File: config.mk
export PLATFORM = sky130hd
export DESIGN_NAME = shift_add_multiplier
export DESIGN_NICKNAME = d
export VERILOG_FILES = /design/src/rtl/shift_add_multiplier.sv
export SDC_FILE = /design/constraint.sdc
export NUM_CORES = 1
export LEC_CHECK = 0
export BUFFER_PORTS_ARGS = -buffer_cell sky130_fd_sc_hd__buf_2
export CORE_MARGIN = 8
export CORE_UTILIZATION = 58
export CTS_CLUSTER_DIAMETER = 60
export CTS_CLUSTER_SIZE = 25
export DETAILED_ROUTE_END_ITERATION = 8
export PLACE_DENSITY = 0.81
export SETUP_SLACK_MARGIN = 0.02
export SLEW_MARGIN = 20
export SYNTH_ARGS = -nofsm -noshare
export SYNTH_HDL_FRONTEND = slang
export SYNTH_SLANG_ARGS = --single-unit
export TNS_END_PERCENT = 50
File: constraint.sdc
create_clock -name clk -period 4.3 [get_ports clk]
set_clock_uncertainty 0.15 [all_clocks]
set_input_delay 0.215 -clock clk [delete_from_list [all_inputs] [get_ports clk]]
set_output_delay 0.215 -clock clk [all_outputs]
set_load 0.005 [all_outputs]
File: src/rtl/shift_add_multiplier.sv
// Sequential unsigned multiply-accumulate: Product = M * Q_in + R_in.
// One shift-add iteration per clock, then a final cycle folds in the addend.
module shift_add_multiplier #(
  parameter int N = 32
) (
  input  logic           clk,
  input  logic           rst,
  input  logic           start,
  input  logic [N-1:0]   M,
  input  logic [N-1:0]   Q_in,
  input  logic [N-1:0]   R_in,
  output logic           busy,
  output logic           done,
  output logic [2*N-1:0] Product
);

  localparam int CW = $clog2(N + 1);

  typedef enum logic [1:0] {
    IDLE,
    RUN,
    ADD
  } state_t;

  state_t        state;
  logic [N-1:0]  mr;
  logic [N-1:0]  rr;
  logic [N-1:0]  qr;
  logic [N:0]    acc;
  logic [CW-1:0] count;
  logic [N:0]    sum;

  // The accumulator top bit is always zero after a shift, so this add cannot overflow N+1 bits.
  always_comb begin
    sum = acc;
    if (qr[0]) begin
      sum = acc + {1'b0, mr};
    end
  end

  always_ff @(posedge clk) begin
    if (rst) begin
      state   <= IDLE;
      mr      <= '0;
      rr      <= '0;
      qr      <= '0;
      acc     <= '0;
      count   <= '0;
      busy    <= 1'b0;
      done    <= 1'b0;
      Product <= '0;
    end else begin
      done <= 1'b0;
      case (state)
        IDLE: begin
          if (start) begin
            mr    <= M;
            rr    <= R_in;
            qr    <= Q_in;
            acc   <= '0;
            count <= CW'(N);
            busy  <= 1'b1;
            state <= RUN;
          end
        end
        RUN: begin
          // Right shift of {sum, qr}; the low partial-product bit migrates into qr.
          acc   <= {1'b0, sum[N:1]};
          qr    <= {sum[0], qr[N-1:1]};
          count <= count - CW'(1);
          if (count == CW'(1)) begin
            state <= ADD;
          end
        end
        ADD: begin
          Product <= {acc[N-1:0], qr} + {{N{1'b0}}, rr};
          done    <= 1'b1;
          busy    <= 1'b0;
          state   <= IDLE;
        end
        default: begin
          state <= IDLE;
          busy  <= 1'b0;
        end
      endcase
    end
  end

endmodule

==> results.md <==
* Status: complete, no violations
* Row count at 51
* Detail Placement HPWL at 21500 um
* Hold WS at 77.1 ps
* CP max FO at 15
* Minimum clock period at 3530 ps
* Dpl cells at 1792
* GRT Overall Usage at 26.4%
* Design area at 13900 um2
* Initial Util at 58.9%
* Vias in the first global route at 10900
* Detailed Route Iter0 Violations at 852
* Setup crit end kind: register
* CTS tree: done
* P_sw at 1.28 mW
* Final worst path period share at 82.2%
* EDFF count, synth at 0
* Design Power at 4.39 mW
* RePlAce Congestion at 0.917
* Data arrival, critical path at 3780 ps
* # IOs at 165
* Yosys warnings at 0
* Synthesized netlist cell count at 1435
* Grt ovf at 0
* Final wirelength at 33000 um
* Via Count at 11300
* Post-synth ARST share at 0%
* Clock power frac at 38.4%
* Clock Tree Root: clkbuf_16
* Pwr per Cell Area at 316 nW/um2
* Register-to-Register Path Depth at 11
* CP max stage delay at 740 ps
* Pin count of the biggest net entering global routing at 121
* Post-route insts no fill at 1922
* Leading register cell type out of synthesis: dfxtp_1
* Syn Nets at 1602
* Die Width at 156 um
* Initial antenna violation count at 1
* Routed vias/inst at 5.90
* H-tree levels at 1
* Slew headroom at 29.1%
* Max stage delay cell, worst path: a21oi_2
* Share of total power in combinational logic at 15.7%
* First-pass GRT wire length at 53800 um
* Crit-path cells: ha_1 > and3_1 > and3_1 > o311ai_0 > buf_4 > a31o_2 > a21o_1 > a21oi_2 > nand4_1 > xor2_1 > a211oi_1
* Layout cells sized above 1 at 14.5%
* Crit-path most repeated cell: and3_1
* HP Class: in -> reg
* RSZ-0062 raised after global routing: false
* Fin Setup TNS at 0 ps
* Commonest cells after routing, fill and taps aside: nand2_1, dfxtp_1, a21oi_1, buf_2, dlygate4sd3_1
* Max Freq at 283 MHz
* Core area at 19300 um2
* Max Cap Viol at 0
* CTS buffer count at 18
* IO Port Bufs at 164
* CTS sink cnt at 202
* Final net count at 1811
* Worst hold stages at 2
* Worst slew pin tran at 1060 ps
* Sequential share of power at 45.9%
* Pleak at 5.88 nW
* Hold Violations, Final at 0
* Final core utilization at 71.9%
* Flop and latch count out of synthesis at 202
* Final setup fails at 0
* Resized Gates After CTS at 0
* Deepest clock path buffer count at 3
* Req. time, crit path at 4550 ps
* Seq/Total Area, Yosys at 35.5%
* Max IR drop VDD at 0.349 mV
* Crit Path Class: reg -> reg
* Clock slew at reported path FFs at 80 ps
* Die height at 156 um
* Synth area leaders: dfxtp_1, nand2_1, a21oi_1
* Cell variety after synth at 71
* Pins Over Slew Limit at 0
* Number of setup buffers added after CTS at 0
* Area grow syn2layout at 22.2%
* Synth area leader: dfxtp_1
* Share of the synthesized area in the top cell type at 35.5%
* P_int at 3.11 mW
* Drc violations at 0
* Launching element type of the critical path: register
* Sw Share at 29.2%
* Commonest non-fill, non-tap cell in the layout: nand2_1
* Placed inst area at 12300 um2
* Worst slack at placement at 947 ps
* DIE AREA at 24400 um2
* Per-cell routed wire length at 17.1 um
* Clock Latency Late Sink at 500 ps
* 1st-pass router iterations at 7
* Post-route worst setup slack at 767 ps
* Synth Area per Inst at 7.93 um2
* Syn Std Cell Area at 11400 um2
* Antenna-violating nets left at 0
-- worst paths after layout --
| check | start | endpoint | slack, ps |
|---|---|---|---|
| setup reg to reg | qr[8] | Product[63] | 770 |
| hold / removal | rst | Product[4] | 80 |
| hold reg to reg | Product[12] | Product[12] | 300 |
| setup / recovery | qr[8] | Product[63] | 770 |
-- state kept, by name (all words and copies together) (netlist names) --
register	cells
Product	64
busy	1
count	6
done	1
acc	32
rr	32
qr	32
state	2
mr	32
-- layout make-up --
cell class	instances	area, um2
Antenna cell	1	2.50
Clock inverter	11	116
Fill cell	1531	5430
Multi-Input combinational cell	1128	6950
Tap cell	265	332
Sequential cell	202	4040
Inverter	20	75.1
Clock buffer	21	493
Timing Repair Buffer	274	1900
-- power by group through the flow --
| stage | Combinational, mW | Sequential, mW | Clock [mW] |
|---|---|---|---|
| 2_1_floorplan | 0.443 | 2.04 | 0 |
| 3_3_place_gp | 0.594 | 2.06 | 0 |
| 3_5_place_dp | 0.606 | 2.06 | 0 |
| 4_1_cts | 0.677 | 2.01 | 1.71 |
| 5_1_grt | 0.764 | 2.03 | 1.78 |
| 6_report | 0.691 | 2.02 | 1.69 |
-- synthesized netlist by cell type, drive strengths merged (6+ instances only) --
cell    count
xnor2      54
a21oi     197
a31oi      15
dfxtp     202
a22oi      38
buf        18
a211oi     47
o22ai       8
o21bai      9
a21o       37
nand3      25
and2       10
and3       23
and4       10
nor2b      16
xor2       22
nor4b       6
clkbuf     67
o21a        7
nand4       9
inv        20
nor2       99
ha         66
nand2     271
mux2i      13
o21ai      46
nor3b       8
nor3       18
-- kinds of logic after synthesis --
| group | synth area share (%) |
|---|---|
| and+or+nand+nor | 21.0 |
| buffers and inverters | 3.66 |
| xor gates and xnor gates | 5.85 |
| AOI/OAI and AO/OA | 25.2 |
| muxes | 1.14 |
| adders and majority gates | 7.61 |
| DFF | 35.5 |
-- critical path: cells and delay by family (launching register included) --
family                     cells  cell delay, ps
DFF                            1             330
xor gates and xnor gates       1             180
AOI/OAI and AO/OA              5            1610
and+or+nand+nor                3             590
adders and majority gates      1             380
buffers and inverters          1             170
-- routing by layer --
| metal | wire, um | track usage, % | up-vias | share of wire, % |
|---|---|---|---|---|
| met3 | 2470 | 4.46 | 83 | 7.5 |
| met5 | 0 | 0 | - | 0 |
| li1 | - | - | 5560 | - |
| met4 | 916 | 8.33 | 0 | 2.8 |
| met1 | 14200 | 34.3 | 5241 | 43 |
| met2 | 15300 | 44.0 | 461 | 47 |
-- timing repair --
action	4_1_cts	5_1_grt
setup endpoints to repair	0	0
hold buffers	97	0
hold endpoints to repair	97	0
(Power assumes the default switching activity.)
